===== src/rtl/clock_ctrl_pkg.sv =====
`default_nettype none
// ============================================================================
// Module      : clock_ctrl_pkg
// Description : Shared state encoding and phase constants for the
//               clock-phase sequencer.
// Revision    : 1.0 - initial release
// ============================================================================
package clock_ctrl_pkg;

    localparam int NUM_PHASES = 4;

    typedef logic [1:0] state_t;

    localparam state_t c_IDLE  = 2'd0;
    localparam state_t c_RUN   = 2'd1;
    localparam state_t c_STALL = 2'd2;

    localparam logic [NUM_PHASES-1:0] PH0 = 4'b0001;
    localparam logic [NUM_PHASES-1:0] PH1 = 4'b0010;
    localparam logic [NUM_PHASES-1:0] PH2 = 4'b0100;
    localparam logic [NUM_PHASES-1:0] PH3 = 4'b1000;

    function automatic logic [NUM_PHASES-1:0] phase_onehot(input logic [1:0] idx);
        logic [NUM_PHASES-1:0] v;
        case (idx)
            2'd0:    v = PH0;
            2'd1:    v = PH1;
            2'd2:    v = PH2;
            default: v = PH3;
        endcase
        return v;
    endfunction

endpackage
`default_nettype wire


===== src/rtl/clock_tick_gen.sv =====
`default_nettype none
// ============================================================================
// Module      : clock_tick_gen
// Description : Divide counter; tick marks the last clock of each phase.
// Revision    : 1.0 - initial release
// ============================================================================
module clock_tick_gen
    import clock_ctrl_pkg::*;
#(
    parameter int DIV_W = 4
) (
    input  logic             clk,
    input  logic             rst,
    input  logic             enable,
    input  logic             clear,
    input  logic [DIV_W-1:0] ratio,
    output logic             tick
);

    logic [DIV_W-1:0] r_count;
    logic [DIV_W-1:0] w_last;

    // ratio is never zero, so ratio-1 cannot underflow
    assign w_last = ratio - {{(DIV_W-1){1'b0}}, 1'b1};
    assign tick   = enable && (r_count == w_last);

    always_ff @(posedge clk) begin
        if (rst || clear) begin
            r_count <= '0;
        end else if (enable) begin
            if (tick) begin
                r_count <= '0;
            end else begin
                r_count <= r_count + {{(DIV_W-1){1'b0}}, 1'b1};
            end
        end
    end

endmodule
`default_nettype wire


===== src/rtl/clock_phase_ctrl.sv =====
`default_nettype none
// ============================================================================
// Module      : clock_phase_ctrl
// Description : Programmable four-phase clock sequencer with stall and
//               divide-ratio reconfiguration handshakes.
// Revision    : 1.0 - initial release
// ============================================================================
module clock_phase_ctrl
    import clock_ctrl_pkg::*;
#(
    parameter int DIV_W       = 4,
    parameter int DEFAULT_DIV = 2
) (
    input  logic                  clock_in,
    input  logic                  reset,
    input  logic                  run,
    input  logic                  stall_req,
    output logic                  stall_ack,
    input  logic                  cfg_valid,
    input  logic [DIV_W-1:0]      cfg_div,
    output logic                  cfg_ready,
    output logic [NUM_PHASES-1:0] phase_en,
    output logic [1:0]            phase_idx,
    output logic                  clock_out,
    output logic                  busy
);

    localparam logic [DIV_W-1:0] c_DEFAULT_DIV = DIV_W'(DEFAULT_DIV);
    localparam logic [DIV_W-1:0] c_ONE         = DIV_W'(1);

    state_t                r_state;
    logic [DIV_W-1:0]      r_div;
    logic [1:0]            r_phase_idx;
    logic [NUM_PHASES-1:0] r_phase_en;
    logic                  r_clock_out;
    logic                  r_stall_ack;

    state_t                w_state_nxt;
    logic [1:0]            w_idx_nxt;
    logic [NUM_PHASES-1:0] w_pe_nxt;
    logic                  w_co_nxt;
    logic                  w_sa_nxt;
    logic [1:0]            w_idx_plus;
    logic                  w_tick;
    logic                  w_running;
    logic                  w_boundary;
    logic [DIV_W-1:0]      w_cfg_div;

    assign w_running  = (r_state == c_RUN);
    assign w_boundary = w_running && (r_phase_idx == 2'd3) && w_tick;
    assign w_idx_plus = r_phase_idx + 2'd1;
    assign w_cfg_div  = (cfg_div == '0) ? c_ONE : cfg_div;

    clock_tick_gen #(
        .DIV_W (DIV_W)
    ) u_tick_gen (
        .clk    (clock_in),
        .rst    (reset),
        .enable (w_running),
        .clear  (!w_running),
        .ratio  (r_div),
        .tick   (w_tick)
    );

    always_comb begin
        w_state_nxt = r_state;
        w_idx_nxt   = r_phase_idx;
        w_pe_nxt    = '0;
        w_co_nxt    = r_clock_out;
        w_sa_nxt    = r_stall_ack;
        case (r_state)
            c_IDLE: begin
                w_idx_nxt = 2'd0;
                w_co_nxt  = 1'b0;
                w_sa_nxt  = 1'b0;
                if (run) begin
                    w_state_nxt = c_RUN;
                    w_pe_nxt    = PH0;
                    w_co_nxt    = 1'b1;
                end
            end
            c_RUN: begin
                if (w_tick) begin
                    // run/stall_req only matter at the frame boundary
                    if (r_phase_idx == 2'd3) begin
                        if (!run) begin
                            w_state_nxt = c_IDLE;
                            w_idx_nxt   = 2'd0;
                            w_co_nxt    = 1'b0;
                        end else if (stall_req) begin
                            w_state_nxt = c_STALL;
                            w_sa_nxt    = 1'b1;
                            w_co_nxt    = 1'b0;
                        end else begin
                            w_idx_nxt = 2'd0;
                            w_pe_nxt  = PH0;
                            w_co_nxt  = 1'b1;
                        end
                    end else begin
                        w_idx_nxt = w_idx_plus;
                        w_pe_nxt  = phase_onehot(w_idx_plus);
                        w_co_nxt  = (r_phase_idx == 2'd0);
                    end
                end
            end
            c_STALL: begin
                if (!run) begin
                    w_state_nxt = c_IDLE;
                    w_idx_nxt   = 2'd0;
                    w_sa_nxt    = 1'b0;
                end else if (!stall_req) begin
                    w_state_nxt = c_RUN;
                    w_idx_nxt   = 2'd0;
                    w_pe_nxt    = PH0;
                    w_co_nxt    = 1'b1;
                    w_sa_nxt    = 1'b0;
                end
            end
            default: begin
                w_state_nxt = c_IDLE;
                w_idx_nxt   = 2'd0;
                w_co_nxt    = 1'b0;
                w_sa_nxt    = 1'b0;
            end
        endcase
    end

    always_ff @(posedge clock_in) begin
        if (reset) begin
            r_state     <= c_IDLE;
            r_div       <= c_DEFAULT_DIV;
            r_phase_idx <= 2'd0;
            r_phase_en  <= '0;
            r_clock_out <= 1'b0;
            r_stall_ack <= 1'b0;
        end else begin
            r_state     <= w_state_nxt;
            r_phase_idx <= w_idx_nxt;
            r_phase_en  <= w_pe_nxt;
            r_clock_out <= w_co_nxt;
            r_stall_ack <= w_sa_nxt;
            if (cfg_valid && cfg_ready) begin
                r_div <= w_cfg_div;
            end
        end
    end

    assign cfg_ready = (r_state == c_IDLE) || (r_state == c_STALL) || w_boundary;
    assign busy      = (r_state == c_RUN) || (r_state == c_STALL);
    assign phase_en  = r_phase_en;
    assign phase_idx = r_phase_idx;
    assign clock_out = r_clock_out;
    assign stall_ack = r_stall_ack;

endmodule
`default_nettype wire


===== config.mk =====
export PLATFORM = sky130hd
export DESIGN_NAME = clock_phase_ctrl
export DESIGN_NICKNAME = d
export VERILOG_FILES = /design/src/rtl/clock_ctrl_pkg.sv /design/src/rtl/clock_tick_gen.sv /design/src/rtl/clock_phase_ctrl.sv
export SDC_FILE = /design/constraint.sdc
export NUM_CORES = 1
export LEC_CHECK = 0
export CAP_MARGIN = 5
export CORE_MARGIN = 2
export CORE_UTILIZATION = 45
export DETAILED_ROUTE_END_ITERATION = 6
export PLACE_DENSITY_LB_ADDON = 0.3
export SLEW_MARGIN = 20
export SYNTH_ARGS = -nofsm -noshare
export SYNTH_HDL_FRONTEND = slang
export SYNTH_SLANG_ARGS = --single-unit
export TNS_END_PERCENT = 100

===== constraint.sdc =====
create_clock -name clock_in -period 1.9 [get_ports clock_in]
set_clock_uncertainty 0.2 [all_clocks]
set_input_delay 0.19 -clock clock_in [delete_from_list [all_inputs] [get_ports clock_in]]
set_output_delay 0.19 -clock clock_in [all_outputs]
set_load 0.005 [all_outputs]

Yosys cells after proc, flatten, opt, wreduce, memory -nomap -nowiden
Cells that the tools add are included.

Add/subtract/negate cells: 3. $mul: 0. Div/mod/pow operators: 0. Order comparisons: 0. Equality and inequality tests: 15. Shift-type cells: 0. Mux-type cells: 37. Bitwise gates (word level): 0. Reduce and logical (&&, ||, !) cells: 16.

Operators by type and width (number): $pmux 4 s3 (2); $mux 2 (11); $mux 4 (5); $mux 1 (15); $ne 2x2->1 const B (7); $reduce_and 5->1 (2); $eq 2x2->1 const B (3); $logic_not 2->1 (3); $ne 3x3->1 const B (2); $pmux 2 s3 (1); $add 4x1->4 const B (1); $eq 2x1->1 const B (2); $eq 4x4->1 (1); $logic_and 1x1->1 (4); $logic_not 4->1 (1); $logic_or 1x1->1 (4); $pmux 2 s2 (1); $sub 4x1->4 const B (1); $pmux 1 s3 (1); $reduce_and 3->1 (1); $add 2x1->2 const B (1); $pmux 1 s2 (1); $logic_not 1->1 (1).

Register bits after elaboration: 18. Bits in latches: 0. RAM bits: 0. ROM bits: 0. Bits of input ports: 9. Memories: 0.

Logic depth before layout (Yosys ltp)
Gate-level depths: netlist of the first run.

Depth in word-level cells: 6. Depth in mapped cells: 8.

Hierarchy
Synthesis of the first run repeated with hierarchy kept, for this count alone.

Cells, all modules: 122. Area total of the unflattened synthesis: 1122.3 sq um.

Modules (own cells, without submodules): clock_phase_ctrl (instances 1, cells each 93, area an instance 833.3 sq um); clock_tick_gen (instances 1, cells each 29, area an instance 289.0 sq um).

Worst setup path after synthesis of the first run
OpenSTA, ideal clock, no wires.

Kind: register -> register. Start: register r_div[0]. End: register r_state[1]. Arrival time: 1.818 ns. Setup slack: -0.175 ns. Stages on the path, launching flop included: 9. Clock period less this slack: 2.075 ns. Path through: dfxtp_1 inv_1 ha_1 xnor2_1 xor2_1 and3_1 clkbuf_2 a221o_2 a2bb2o_4.

Cells in the longest elaborated chain, start to end: 5.

RTL lines: start: declaration (RTL line clock_phase_ctrl.sv:32) `logic [DIV_W-1:0] r_div;`; start signal: assignment (RTL line clock_phase_ctrl.sv:131) `r_div <= c_DEFAULT_DIV;`; start signal: assignment (RTL line clock_phase_ctrl.sv:143) `r_div <= w_cfg_div;`; $sub 4x1->4 (RTL line clock_tick_gen.sv:24) `assign w_last = ratio - {{(DIV_W-1){1'b0}}, 1'b1};`; $eq 4x4->1 (RTL line clock_tick_gen.sv:25) `assign tick = enable && (r_count == w_last);`; $logic_and 1x1->1 (RTL line clock_tick_gen.sv:25); $ne 2x2->1 (no line); $reduce_and 5->1 (no line); end signal: assignment (RTL line clock_phase_ctrl.sv:130) `r_state <= c_IDLE;`; end signal: assignment (RTL line clock_phase_ctrl.sv:137) `r_state <= w_state_nxt;`; end: declaration (RTL line clock_phase_ctrl.sv:31) `state_t r_state;`.

No other way between the ends. A chain may end at the register's enable or synchronous reset.

Worst setup path in the final report of the first run
Start: register r_div[0]. End: output port cfg_ready.

Cells in the longest elaborated chain, start to end: 5.

RTL lines: $sub 4x1->4 (RTL line clock_tick_gen.sv:24); $eq 4x4->1 (RTL line clock_tick_gen.sv:25); $logic_and 1x1->1 (RTL line clock_tick_gen.sv:25); $logic_and 1x1->1 (RTL line clock_phase_ctrl.sv:50) `assign w_boundary = w_running && (r_phase_idx == 2'd3) && w_tick;`; $logic_or 1x1->1 (RTL line clock_phase_ctrl.sv:148) `assign cfg_ready = (r_state == c_IDLE) || (r_state == c_STALL) || w_boundary;`; end: declaration (RTL line clock_phase_ctrl.sv:21) `output logic cfg_ready,`.

No other way between the ends.

==> summary.md, run 1 <==
| Metric | Value |
|---|---|
| F_max | 454 MHz |
| Root buffer cell | clkbuf_4 |
| Number of global-route vias before repair | 1006 |
| Pwr Total | 1050 uW |
| RSZ-0062 raised after global routing | yes |
| Simple-gate share of the synthesized area | 18.4% |
| Data arrival, critical path | between 1.5 and 2 ns |
| Antenna violations before repair | 0 |
| Status | finished, violations left |
| Critical path class | reg2out |
| Clock buffer depth | 2 |
| Setup violators final | 5 |
| Synthesized area per cell | 8.96 sq um |
| Grt total ovfl | 0 |
| First-pass GRT wire length | between 4000 and 5000 microns |
| Global Route Usage Sum | a little under a quarter |
| Failing checks | setup timing |
| Leak Pwr | 0.000686 uW |
| DR vias/cell | 5.26 |
| Final worst slack | -0.302 ns |
| CP startpoint kind | flip-flop |
| Nets | 190 |
| First drt pass iteration count | 4 |
| N_diodes | 0 |
| CTS H-tree lvls | 1 |
| Row Count | 17 |
| Area grow syn2layout | 62.1% |
| Slew HR | between 70% and 80% |
| Inserted Clock Buffers | 3 |
| Critical Path RT | around 1.5 ns |
| Synth Register Bits | 18 |
| DRT antenna net count | 0 |
| Hold WS | 0.317 ns |
| XOR/XNOR share of the synthesized area | 6.86% |
| Starting Density | 47.1% |
| Clock transition at path regs | 0.10 ns |
| I/O pins | 19 |
| Die Span X | 51.6 microns |
| Register area share after synthesis | a little over a third |
| Synth Area in Compound Gates | 19.5% |
| Mux cell area share after synthesis | 1.96% |
| PortBufs | 18 |
| CP endpoint kind | output pin |
| Starting DRC count in detailed routing | 19 |
| Post-Route WL | 2800 microns |
| DR WL/cell | 14.2 microns |
| Worst skew pair latency | 0.30 ns |
| Fin util | 76.3% |
| Mapped Area | 1020 sq um |
| Die Area | 2670 sq um |
| Core footprint | roughly 2200 sq um |
| Sink Count | 18 |
| Crit-path max FO | 2 |
| Syn Nets | 134 |
| Hold_buf cts | 0 |
| Layout cells sized above 1 | 40.2% |
| Post-synthesis cell type count | 36 |
| Number of max-cap violations | 0 |
| Largest family of logic cells by synthesized area | compound AO/OA/AOI/OAI gates |
| Slew Viols, Final | 0 |
| Final Hold Vio Count | 0 |
| Worst Hold Class | reg2reg |
| GP Congestion | 0.877 |
| Synth warnings | 0 |
| Die Y | 51.6 microns |
| Largest net degree at the start of global routing | 13 |
| Least-Margin Pin Slew | 0.318 ns |
| DP HPWL | 1910 microns |
| CTS tree | done |
| Drt drc | 0 |
| Syn Inst Count | roughly 110 |
| Cell Pwr Density | roughly 640 nW/um^2 |
| Period utilization | 116% |
| Peak supply drop | 0.474 mV |
| Via count | a little over 1000 |
| Adder-Cell Fraction of Synth Area | between 10% and 20% |
| Min cycle time layout | 2.20 ns |
final cells by class:
| class | instances | area (sq um) |
|---|---|---|
| Tap cell | 28 | 35.0 |
| Multi-Input combinational cell | 84 | 726 |
| Inverter | 9 | 33.8 |
| Sequential cell | 18 | 365 |
| Fill cell | 161 | 514 |
| Clock buffer | 4 | 36.3 |
| Timing Repair Buffer | 54 | 459 |
cell usage after synthesis:
master / n / area, sq um
dfxtp_1: 18 / 360
ha_1: 11 / 138
inv_1: 9 / 33.8
nor3_1: 9 / 45.0
nor2_1: 7 / 26.3
nand2_1: 6 / 22.5
xnor2_1: 5 / 43.8
a21oi_1: 4 / 20.0
a21boi_0: 3 / 22.5
a31oi_1: 3 / 18.8
and2_1: 3 / 18.8
o21ai_0: 3 / 15.0
xor2_1: 3 / 26.3
and3_1: 2 / 12.5
clkbuf_1: 2 / 7.51
mux2i_1: 2 / 20.0
nand2b_1: 2 / 12.5
nand3_1: 2 / 10.0
nand4_1: 2 / 12.5
o22ai_1: 2 / 12.5
a211oi_1: 1 / 7.51
a21o_1: 1 / 7.51
a221o_2: 1 / 11.3
a2bb2o_4: 1 / 20.0
a311o_2: 1 / 11.3
a31o_2: 1 / 8.76
a32o_1: 1 / 10.0
a32oi_1: 1 / 8.76
a41oi_1: 1 / 8.76
and3_2: 1 / 7.51
clkbuf_2: 1 / 5.00
nor3b_1: 1 / 7.51
nor4_1: 1 / 6.26
o21a_1: 1 / 7.51
o22a_1: 1 / 8.76
or3_1: 1 / 6.26
sequential cells by signal, summed over array words and instances (netlist names):
| name | cells |
|---|---|
| phase_idx | 2 |
| u_tick_gen.r_count | 4 |
| stall_ack | 1 |
| phase_en | 4 |
| r_div | 4 |
| clock_out | 1 |
| r_state | 2 |
layout by cell type (no fill, tap or decap), types with 2 or more instances in the layout:
cell type / n
o21ai_0: 2
inv_1: 5
nor2_1: 7
o22ai_1: 2
ha_1: 8
xor2_1: 3
xnor2_1: 4
clkbuf_4: 3
inv_2: 4
a21oi_1: 3
and3_4: 2
nand4_1: 2
buf_4: 32
a21boi_1: 2
nand2_1: 6
dfxtp_2: 4
a31oi_1: 3
nand2b_1: 2
and2_1: 2
dfxtp_1: 14
buf_6: 4
clkdlybuf4s50_1: 16
ha_4: 2
nor3_1: 7
mux2i_1: 2
path summary, 6_finish.rpt:
| kind | from | depth (start not counted) | to | slack [ns] |
|---|---|---|---|---|
| max | r_div[0] | 7 | cfg_ready | -0.30 |
| min | stall_ack | 2 | stall_ack | 0.32 |
| min reg2reg | stall_ack | 2 | stall_ack | 0.32 |
| max reg2reg | r_div[0] | 8 | r_state[1] | -0.07 |
layer usage:
layer / vias to the layer above / routed length (microns) / global-route usage (%)
li1: 518 / - / -
met4: 0 / 26 / 7.89
met2: 24 / 1590 / 43.8
met1: 491 / 1100 / 23.9
met3: 4 / 74 / 4.31
met5: - / 0 / 0
logic make-up after synthesis:
| group | count (synthesis) |
|---|---|
| muxes | 2 |
| adders and majority gates | 11 |
| buffers and inverters | 12 |
| and+or+nand+nor | 37 |
| DFF | 18 |
| xor gates and xnor gates | 8 |
| AOI/OAI and AO/OA | 26 |
where the power goes:
group | leakage (uW) | internal (uW) | switching [uW]
clock | 0.0000210 | 117 | 121
sequential | 0.000147 | 400 | 13.0
combinational | 0.000517 | 221 | 179
total | 0.000686 | 738 | 313
worst max-delay path: stages (launching register included):
cell	delay [ns]
dfxtp_2	0.35
inv_2	0.05
ha_4	0.16
xnor2_2	0.13
xor2_1	0.16
and3_4	0.19
a311o_2	0.35
buf_2	0.13
through the flow:
stage	setup slack (ns)	std cells	cell area (sq um)	TNS (ns)
floorplan	-0.0588	114	1050	-0.103
global placement	-0.301	184	1460	-0.460
detailed placement	-0.335	184	1460	-0.724
CTS	-0.303	195	1570	-0.941
global route	-0.389	197	1660	-1.59
finish	-0.302	197	1660	-0.455
timing repair:
item                       CTS  global route
setup endpoints to repair   11            19
resized for setup           17            18
pin swaps                    4            10
setup buffers                8             3
No activity file was read; power rests on OpenSTA's default activity.
==> run 2: changes to the inputs <==
--- a/config.mk
+++ b/config.mk
@@ -5,7 +5,6 @@
 export SDC_FILE = /design/constraint.sdc
 export NUM_CORES = 1
 export LEC_CHECK = 0
-export CAP_MARGIN = 5
 export CORE_MARGIN = 2
 export CORE_UTILIZATION = 45
 export DETAILED_ROUTE_END_ITERATION = 6
==> results of run 2 <==
Same layout as run 1: the final DEF is identical, and so are final timing and power.
